## src/rtl/result_serializer.sv

```systemverilog
// rtl/result_serializer.sv - buffers consumer result words and streams them out LSB byte first
module result_serializer #(
  parameter int DATA_W = 16,
  parameter int DEPTH  = 4,
  parameter int LVL_W  = $clog2(DEPTH + 1)
) (
  input  logic              clk,
  input  logic              rst,
  input  logic [DATA_W-1:0] result,
  input  logic              result_valid,
  output logic [7:0]        out_data,
  output logic              out_valid,
  input  logic              out_ready,
  output logic              out_last,
  output logic [LVL_W-1:0]  level,
  output logic              overflow,
  input  logic              clear_overflow
);

  localparam int NBYTES = DATA_W / 8;
  localparam int PTR_W  = $clog2(DEPTH);
  localparam int IDX_W  = (NBYTES > 1) ? $clog2(NBYTES) : 1;
  localparam logic [LVL_W-1:0] FULL     = LVL_W'(DEPTH);
  localparam logic [IDX_W-1:0] LAST_IDX = IDX_W'(NBYTES - 1);

  logic [DATA_W-1:0] mem [DEPTH];
  logic [PTR_W-1:0]  wr_ptr;
  logic [PTR_W-1:0]  rd_ptr;
  logic [LVL_W-1:0]  count;
  logic [IDX_W-1:0]  idx;
  logic              ovf_q;
  logic [7:0]        head_byte;
  logic              handshake;
  logic              pop;
  logic              push;
  logic              drop;

  always_comb begin
    head_byte = '0;
    for (int b = 0; b < NBYTES; b++) begin
      if (idx == IDX_W'(b)) head_byte = mem[rd_ptr][8*b +: 8];
    end
  end

  assign out_valid = (count != '0);
  assign out_last  = out_valid && (idx == LAST_IDX);
  assign out_data  = out_valid ? head_byte : 8'h00;
  assign level     = count;
  assign overflow  = ovf_q;

  // A head word completing this cycle frees its slot, so a full FIFO can still accept.
  assign handshake = out_valid && out_ready;
  assign pop       = handshake && out_last;
  assign push      = result_valid && ((count != FULL) || pop);
  assign drop      = result_valid && (count == FULL) && !pop;

  always_ff @(posedge clk) begin
    if (push) mem[wr_ptr] <= result;
  end

  always_ff @(posedge clk or posedge rst) begin
    if (rst) begin
      wr_ptr <= '0;
      rd_ptr <= '0;
      count  <= '0;
      idx    <= '0;
      ovf_q  <= 1'b0;
    end else begin
      if (push) wr_ptr <= wr_ptr + PTR_W'(1);
      if (pop)  rd_ptr <= rd_ptr + PTR_W'(1);

      case ({push, pop})
        2'b10:   count <= count + LVL_W'(1);
        2'b01:   count <= count - LVL_W'(1);
        default: count <= count;
      endcase

      if (handshake) idx <= out_last ? '0 : idx + IDX_W'(1);

      // A drop in the same cycle as a clear leaves the flag set.
      if (drop)                ovf_q <= 1'b1;
      else if (clear_overflow) ovf_q <= 1'b0;
    end
  end

endmodule

```

## config.mk

```make
export PLATFORM = sky130hd
export DESIGN_NAME = result_serializer
export DESIGN_NICKNAME = d
export VERILOG_FILES = /design/src/rtl/result_serializer.sv
export SDC_FILE = /design/constraint.sdc
export NUM_CORES = 1
export LEC_CHECK = 0
export CAP_MARGIN = 40
export CORE_UTILIZATION = 45
export DETAILED_ROUTE_END_ITERATION = 8
export PLACE_DENSITY = 0.62
export SLEW_MARGIN = 20
export SYNTH_ARGS = -nofsm -noshare
export SYNTH_HDL_FRONTEND = slang
export SYNTH_SLANG_ARGS = --single-unit
export TNS_END_PERCENT = 20
```

## constraint.sdc

```tcl
create_clock -name clk -period 2.82 [get_ports clk]
set_input_delay 0.705 -clock clk [delete_from_list [all_inputs] [get_ports clk]]
set_output_delay 0.705 -clock clk [all_outputs]
set_load 0.01 [all_outputs]
```

# Word level (Yosys, flattened, before mapping)
# Memories as Yosys holds them, arrays and structs flattened.
# Index checks and enable logic that the tools add are counted.
classes:
  addsub: 5
  mul: 0
  div_mod_pow: 0
  order_cmp: 0
  eq_ne: 4
  shift: 0
  mux: 8
  bitwise: 0
  n_reduce_logical: 11
op_table:
  columns: ["operator", "count"]
  rows:
  - ["8-bit two-way mux", 2]
  - ["1-bit logical AND", 6]
  - ["3-bit case mux with 2 select lines", 1]
  - ["1-bit two-way mux", 5]
  - ["2-bit by 1-bit adder with 2-bit output (second input constant)", 2]
  - ["2-bit nonzero test", 2]
  - ["3-bit by 1-bit adder with 3-bit output (second input constant)", 1]
  - ["3-bit == test (second input constant)", 1]
  - ["3-bit != test (second input constant)", 1]
  - ["3-bit nonzero test", 1]
  - ["3-bit by 1-bit subtractor with 3-bit output (second input constant)", 1]
  - ["2-bit by 1-bit == test with 1-bit output (second input constant)", 1]
  - ["2-bit == test (second input constant)", 1]
  - ["1-bit adder (second input constant)", 1]
  - ["1-bit zero test", 1]
  - ["1-bit logical OR", 1]
totals:
  reg_bits: 9
  latch_bits: 0
  mem_bits_rw: 64
  romBits: 0
  input_bits: 21
  out_inout_bits: 14
  word_cells: 34
  memories: 1
mem_list:
  columns: ["memory", "depth", "width", "rd", "rd_ports_with_merged_regs", "wr", "line", "text"]
  rows:
  - ["mem", 4, 16, 1, 0, 1, "26", "logic [DATA_W-1:0] mem [DEPTH];"]

# Logic depth before layout (Yosys ltp)
# Gate-level depths: netlist (run 1).
logic_depth:
  depth_word: 7
  ltp_mapped: 8
  mapped_depth_nobuf: 7

# Worst setup path after synthesis (run 1)
# Ideal clock, no wire load.
synth_timing:
  kind: "input-to-reg"
  from: "in out_ready"
  to: "reg count[2], in the netlist level[2]"
  setup_ps: 87
  t_arrival_ps: 1979
  required_time_ps: 2733
  setup_slack_ps: 754
  cell_stages: 7
  n_path_buf: 0
  cell_sequence: "and2_2 > and2_4 > nand2_1 > fa_1 > nand2b_1 > or3_1 > o211ai_1"
synth_between:
  elab_chain_len: 6
  elab_cells_between_ends: 8
  cone_classes: "eq/ne: 2; mux: 1; reduce/logical: 5"
synth_lines:
  columns: ["element", "line", "text"]
  rows:
  - ["start, declared", "13", "input logic out_ready,"]
  - ["1-bit logical AND (*)", "52", "assign handshake = out_valid && out_ready;"]
  - ["1-bit logical AND (*)", "53", "assign pop = handshake && out_last;"]
  - ["1-bit logical OR", "54", "assign push = result_valid && ((count != FULL) || pop);"]
  - ["1-bit logical AND", "54", null]
  - ["2-bit by 1-bit == test with 1-bit output or 2-bit == test (tied branches)", "72", "case ({push, pop})"]
  - ["3-bit case mux with 2 select lines or 2-bit nonzero test (tied branches)", null, null]
  - ["end signal, assigned", "73", "2'b10: count <= count + LVL_W'(1);"]
  - ["end signal, assigned", "74", "2'b01: count <= count - LVL_W'(1);"]
  - ["end signal, assigned", "75", "default: count <= count;"]
  - ["end, declared", "29", "logic [LVL_W-1:0] count;"]
# Mark *: on every way between the ends. The rest lies on a longest branch, timed or not.
# A chain may end at the register's enable or synchronous reset.

# Final worst setup path (run 1)
layout_timing:
  from: "reg rd_ptr[1]"
  to: "out out_data[4]"
layout_between:
  elab_chain_len: 3
layout_lines:
  columns: ["element", "line", "text"]
  rows:
  - ["start, declared", "28", "logic [PTR_W-1:0] rd_ptr;"]
  - ["start signal, assigned", "70", "if (pop) rd_ptr <= rd_ptr + PTR_W'(1);"]
  - ["memory 4 x 16 bit", null, null]
  - ["8-bit two-way mux", "41", "if (idx == IDX_W'(b)) head_byte = mem[rd_ptr][8*b +: 8];"]
  - ["8-bit two-way mux", "47", "assign out_data = out_valid ? head_byte : 8'h00;"]
  - ["end, declared", "11", "output logic [7:0] out_data,"]
# No other way between the ends.

==> impl_metrics.csv, run 1 <==
group,metric,value,unit
clock_tree,post_cts_resized,2,
cells_and_area,final_cells,339,
sta,slew_headroom,75.9,%
cells_and_area,drive_gt1_share,15.6,%
critical_path,critPathArrivalTime,2040,ps
cells_and_area,num_antenna_cells,0,
routing,wire_per_inst,16.8,µm
power_and_ir_drop,power.leakage,0.00141,µW
sta,layout_min_cycle_time,2750,ps
global_route,grt_max_degree,17,
cells_and_area,area_delta_synth_final,21.3,%
power_and_ir_drop,p_per_area,1060,nW/µm²
cells_and_area,fin_nets,264,
routing,ant_nets,0,
synth,ys_warn_count,0,
critical_path,worstSetupEndpointType,"output port",
cells_and_area,multi_input_area,882,µm²
die,initial_utilization,46.3,%
run,max_cap_viol_count,0,
sta,fin_setup_tns,0,ps
sta,fmax,364,MHz
die,ios,35,
synth,synth_edf_count,64,
synth,syn_avg_cell_area,16.4,µm²
routing,vias,1739,
clock_tree,cts_hold_buf,0,
routing,wirelength,5.69,mm
cells_and_area,ff_latch_area,2150,µm²
synth,syn-num-nets,218,
hold_path,worst_hold_path_type,"flop to flop",
clock_tree,clkSinkCount,73,
die,die_h,85.6,µm
synth,ys_dominant_reg_cell,"edfxtp_1",
placement,place_congestion,0.730,
die,die_area,7330,µm²
sta,worst_pin_slew,361,ps
clock_tree,htree_levels,3,
sta,hold_viol,0,
placement,dp_cells,323,
synth,syn_area,3150,µm²
power_and_ir_drop,p_total,4040,µW
synth,ys_ff_latch,73,
critical_path,critical_path_class,"flop to output port",
global_route,grt_pass1_wl,8.88,mm
placement,portBuffers,34,
global_route,grt_overflow,0,
sta,rsz0062_at_grt,"false",
die,num_rows,30,
cells_and_area,fillers,568,
critical_path,worstPathRequired,2120,ps
clock_tree,clockRootBuffer,"clkbuf_8",
synth,ys_types,36,
sta,fin_crit_sh,97.4,%
sta,maxSlewViolCount,0,
global_route,grt_pass1_vias,1723,
global_route,antenna_found_initial,0,
sta,fin_skew,8.34,ps
sta,setup_viol,0,
clock_tree,cts_buffers,9,
die,core_area,6790,µm²
outcome,outcome,"finished clean",
synth,seq_area_frac_synth,68.2,%
clock_tree,path_clk_slew,70,ps
routing,drtIter0Drc,137,
placement,post-dp-hpwl,3.57,mm
global_route,grt.total_usage,16.9,%
critical_path,cp_max_fo,11,
synth,synthCells,192,
routing,drt-vias-per-instance,5.13,
cells_and_area,final_util,56.2,%
clock_tree,clkLatencyLatePin,330,ps
clock_tree,cts_tree,"yes",
power_and_ir_drop,max-vdd-ir-drop,0.555,mV
clock_tree,cts.path.max_buffers,2,
clock_tree,postCtsSetupRepairBufs,0,
die,die_w,85.6,µm
routing,drt-pass1-iter-count,4,
critical_path,cp-start-kind,"flop",
synth,async_reset_ff_share,12.3,%
routing,drc,0,
-- placed cells by master (no fill, tap or decap), types with 2 or more instances in the layout --
master           instances
edfxtp_1                64
clkdlybuf4s50_1         33
mux2i_1                 32
a22oi_1                 17
clkbuf_8                 9
buf_4                    9
inv_1                    8
and3_1                   8
dfrtp_1                  7
and2_1                   5
xnor2_1                  4
ha_1                     4
nand4_1                  3
and2_2                   2
xor2_1                   2
o2111ai_1                2
o21ai_0                  2
nor2b_4                  2
nand2_1                  2
nand3_1                  2
clkinvlp_4               2
dfrtp_2                  2
-- synth_stat cells, types with 2 or more instances --
library cell,number,area share (%)
a22oi_1,17,4.1
nor2b_1,2,0.40
ha_1,4,1.6
xor2_1,2,0.56
buf_12,2,1.3
and3_1,8,1.6
mux2i_1,32,10
inv_1,8,0.95
edfxtp_1,64,61
dfrtp_1,9,7.2
o2111ai_1,2,0.56
nand4_1,3,0.60
xnor2_1,4,1.1
and2_1,6,1.2
nand3_1,2,0.32
nand2_1,2,0.24
o21ai_0,2,0.32
buf_6,5,1.8
-- layer usage --
metal	track usage, %	part of all wire, %	up-vias
li1	-	-	831
met1	22.6	45	864
met2	26.5	50	42
met3	3.66	4.5	2
met4	7.73	0.51	0
met5	0	0	-
-- stage by stage --
| stage | area (µm²) | hold slack [ps] | setup WS (ps) |
|---|---|---|---|
| after global routing | 3820 | 563 | 3.02 |
| after detailed placement | 3590 | 529 | 144 |
| final | 3820 | 528 | 72.0 |
| after CTS | 3790 | 539 | 31.3 |
| after floorplan | 3150 | 522 | 754 |
| after global placement | 3590 | 522 | 185 |
-- registers in the layout (all words and copies together) (netlist names) --
name,count
level,3
idx,1
mem,64
rd_ptr,2
overflow,1
wr_ptr,2
-- cells by family (layout without fill, tap and decap cells) --
family          count (synthesis)  count (layout)  share of synthesized area (%)
xor+xnor                        6               6                           1.67
fa+ha+maj                       5               5                           2.23
compound gates                 26              26                           6.68
flops                          73              73                           68.2
mux                            33              33                           10.7
buf+inv                        18              69                           4.45
simple gates                   31              31                           6.12
-- power breakdown --
part           internal, µW  switching (µW)  leakage, µW
combinational           834             839     0.000626
sequential             1450             127     0.000693
clock                   412             380    0.0000929
-- area by class of cell --
| type | instances | share of cell area [%] |
|---|---|---|
| clock buffers | 10 | 3.34 |
| clock inverters | 6 | 1.77 |
| inverters | 8 | 0.786 |
| multi-input cells | 101 | 23.1 |
| flip-flops and latches | 73 | 56.3 |
| well taps | 96 | 3.15 |
| repair buffers | 45 | 11.6 |
-- critical path, cell delays in order (launching register included) --
cell and delay, ps:
dfrtp_2 430, buf_4 210, mux2i_1 150, a22oi_1 190, and3_1 190, clkdlybuf4s50_1 540
-- final timing paths --
check / cells after the start / start / endpoint / slack [ps]
max: 5 / rd_ptr[1]$_DFFE_PP0N_ / out_data[4] / 70
min: 2 / overflow$_DFFE_PP0P_ / overflow$_DFFE_PP0P_ / 530
max reg2reg: 8 / idx$_DFFE_PP0P_ / level[2]$_DFFE_PP0P_ / 620
min reg2reg: 2 / overflow$_DFFE_PP0P_ / overflow$_DFFE_PP0P_ / 530
max in group asynchronous: 2 / rst / rd_ptr[0]$_DFFE_PP0N_ / 1890
min in group asynchronous: 2 / rst / level[0]$_DFFE_PP0P_ / 650
Power figures use the tool's default switching activity.
==> run 2: changes to the inputs <==
Settings changed: SKIP_LAST_GASP from default to 1.
==> run 2 against run 1 <==
  * Sequential cell count stayed put
  * Cell area hardly changed
  * Setup slack better by 5.7 ps
  * Routed wire length is 0.55% lower
  * Register-to-register slack hardly changed
  * Critical endpoint unchanged
  * Largest power group unchanged
==> impl_metrics.csv, run 2 (synthesis results as in run 1) <==
group,metric,value,unit
die,ios,35,
cells_and_area,largest-register,"mem",
sta,setup_viol,0,
critical_path,r2r_cells,8,
cells_and_area,num_antenna_cells,0,
outcome,outcome,"finished clean",
power_and_ir_drop,max-vdd-ir-drop,0.555,mV
sta,fin_skew,7.72,ps
cells_and_area,drive_gt1_share,15.6,%
routing,drt-pass1-iter-count,4,
die,die_w,85.6,µm
cells_and_area,finalInstanceArea,3810,µm²
sta,hold_viol,0,
sta,fin_setup_tns,0,ps
routing,wire_per_inst,16.7,µm
clock_tree,postCtsSetupRepairBufs,0,
critical_path,cp_max_fo,11,
clock_tree,cts.path.max_buffers,2,
clock_tree,clockRootBuffer,"clkbuf_8",
power_and_ir_drop,power.leakage,0.00141,µW
placement,portBuffers,34,
hold_path,worst_hold_path_type,"flop to flop",
sta,worst_pin_slew,361,ps
sta,layout_min_cycle_time,2740,ps
sta,rsz0062_at_grt,"true",
routing,wirelength,5.65,mm
die,die_h,85.6,µm
global_route,grt_overflow,0,
clock_tree,cts_tree,"yes",
critical_path,critPathArrivalTime,2040,ps
cells_and_area,final_util,56.2,%
routing,vias,1740,
cells_and_area,fillers,568,
critical_path,critical_path_class,"flop to output port",
sta,maxSlewViolCount,0,
routing,ant_nets,0,
global_route,grt_max_degree,17,
placement,post-dp-hpwl,3.57,mm
routing,drtIter0Drc,116,
cells_and_area,layout_common_cells,"64 x edfxtp_1, 33 x clkdlybuf4s50_1, 32 x mux2i_1, 17 x a22oi_1, 10 x buf_4",
die,initial_utilization,46.3,%
clock_tree,cts_hold_buf,0,
routing,drc,0,
placement,preCtsSetupSlack,144,ps
cells_and_area,area_delta_synth_final,21.2,%
critical_path,cp_slowest_cell,"clkdlybuf4s50_1",
cells_and_area,final_common_cell,"edfxtp_1",
placement,place_area,3590,µm²
die,core_area,6790,µm²
global_route,antenna_found_initial,0,
sta,fmax,365,MHz
sta,setup_slack,77.7,ps
critical_path,worst-path-stages,5,
critical_path,path_buf_inv,2,
sta,whs,528,ps
critical_path,crit_path_max_incr_delay,540,ps
placement,place_congestion,0.730,
die,die_area,7330,µm²
die,num_rows,30,
routing,drt-vias-per-instance,5.13,
clock_tree,path_clk_slew,70,ps
run,max_cap_viol_count,0,
clock_tree,cts_buffers,9,
cells_and_area,largest_reg_flops,64,
critical_path,r2r_end,"level[2]$_DFFE_PP0P_",
clock_tree,htree_levels,3,
global_route,grt_pass1_wl,8.88,mm
critical_path,timing.rr.start,"idx$_DFFE_PP0P_",
sta,slew_headroom,75.9,%
clock_tree,clkLatencyLatePin,330,ps
sta,fin_crit_sh,97.2,%
critical_path,worstPathRequired,2120,ps
hold_path,whs_path_depth,2,
cells_and_area,fin_nets,264,
clock_tree,clkSinkCount,73,
critical_path,crit_chain,"buf_4 > mux2i_1 > a22oi_1 > and3_1 > clkdlybuf4s50_1",
power_and_ir_drop,p_per_area,1060,nW/µm²
critical_path,cp-start-kind,"flop",
hold_path,min_to,"overflow$_DFFE_PP0P_",
hold_path,min_from,"overflow$_DFFE_PP0P_",
global_route,grt.total_usage,16.9,%
critical_path,cp_top_family,"buffers and inverters",
critical_path,worstSetupEndpointType,"output port",
critical_path,reg2reg_slack,620,ps
global_route,grt_pass1_vias,1723,
run 2: power by group:
part | switching [µW] | total (µW) | leakage, µW | internal (µW)
logic | 838 | 1670 | 0.000625 | 829
clock network | 380 | 792 | 0.0000929 | 412
registers | 125 | 1570 | 0.000693 | 1450
run 2: tightest hold or removal path, cell delays in order (launching register included):
cell and delay, ps:
dfrtp_1 380, inv_1 50, o21ai_0 60
run 2: what timing repair did:
| action | CTS | global route |
|---|---|---|
| resized for setup | 2 | 6 |
| pin swaps | 0 | 0 |
| endpoints found under the setup margin | 8 | 8 |
| gates cloned | 0 | 0 |
run 2: area by class of cell:
| type | instances | area (µm²) | share of cell area, % |
|---|---|---|---|
| Inverter | 8 | 30.0 | 0.787 |
| Multi-Input combinational cell | 101 | 882 | 23.1 |
| Clock inverter | 6 | 67.6 | 1.77 |
| Clock buffer | 10 | 128 | 3.35 |
| Sequential cell | 73 | 2150 | 56.3 |
| Timing Repair Buffer | 45 | 438 | 11.5 |
| Tap cell | 96 | 120 | 3.15 |
run 2: per-stage QoR:
stage	power, µW	std cells
after CTS	4060	339
after global routing	4270	339
after floorplan	2670	192
after detailed placement	3250	323
final	4030	339
after global placement	3230	323
run 2: worst max-delay path by stage:
stage                                      from                   end  slack, ps
final                     rd_ptr[1]$_DFFE_PP0N_           out_data[4]         80
after global routing      rd_ptr[1]$_DFFE_PP0N_           out_data[0]        -30
after floorplan                       out_ready  level[2]$_DFFE_PP0P_        750
after CTS                 rd_ptr[0]$_DFFE_PP0N_           out_data[4]         30
after detailed placement              out_ready  level[2]$_DFFE_PP0P_        140
after global placement                out_ready  level[2]$_DFFE_PP0P_        190
run 2: metal layers:
metal  global-route usage (%)  vias to the layer above  share of wire [%]
met1                     22.6                      862                 46
li1                         -                      832                  -
met3                     3.66                        2                4.7
met4                     7.73                        0               0.51
met2                     26.5                       44                 49
met5                        0                        -                  0
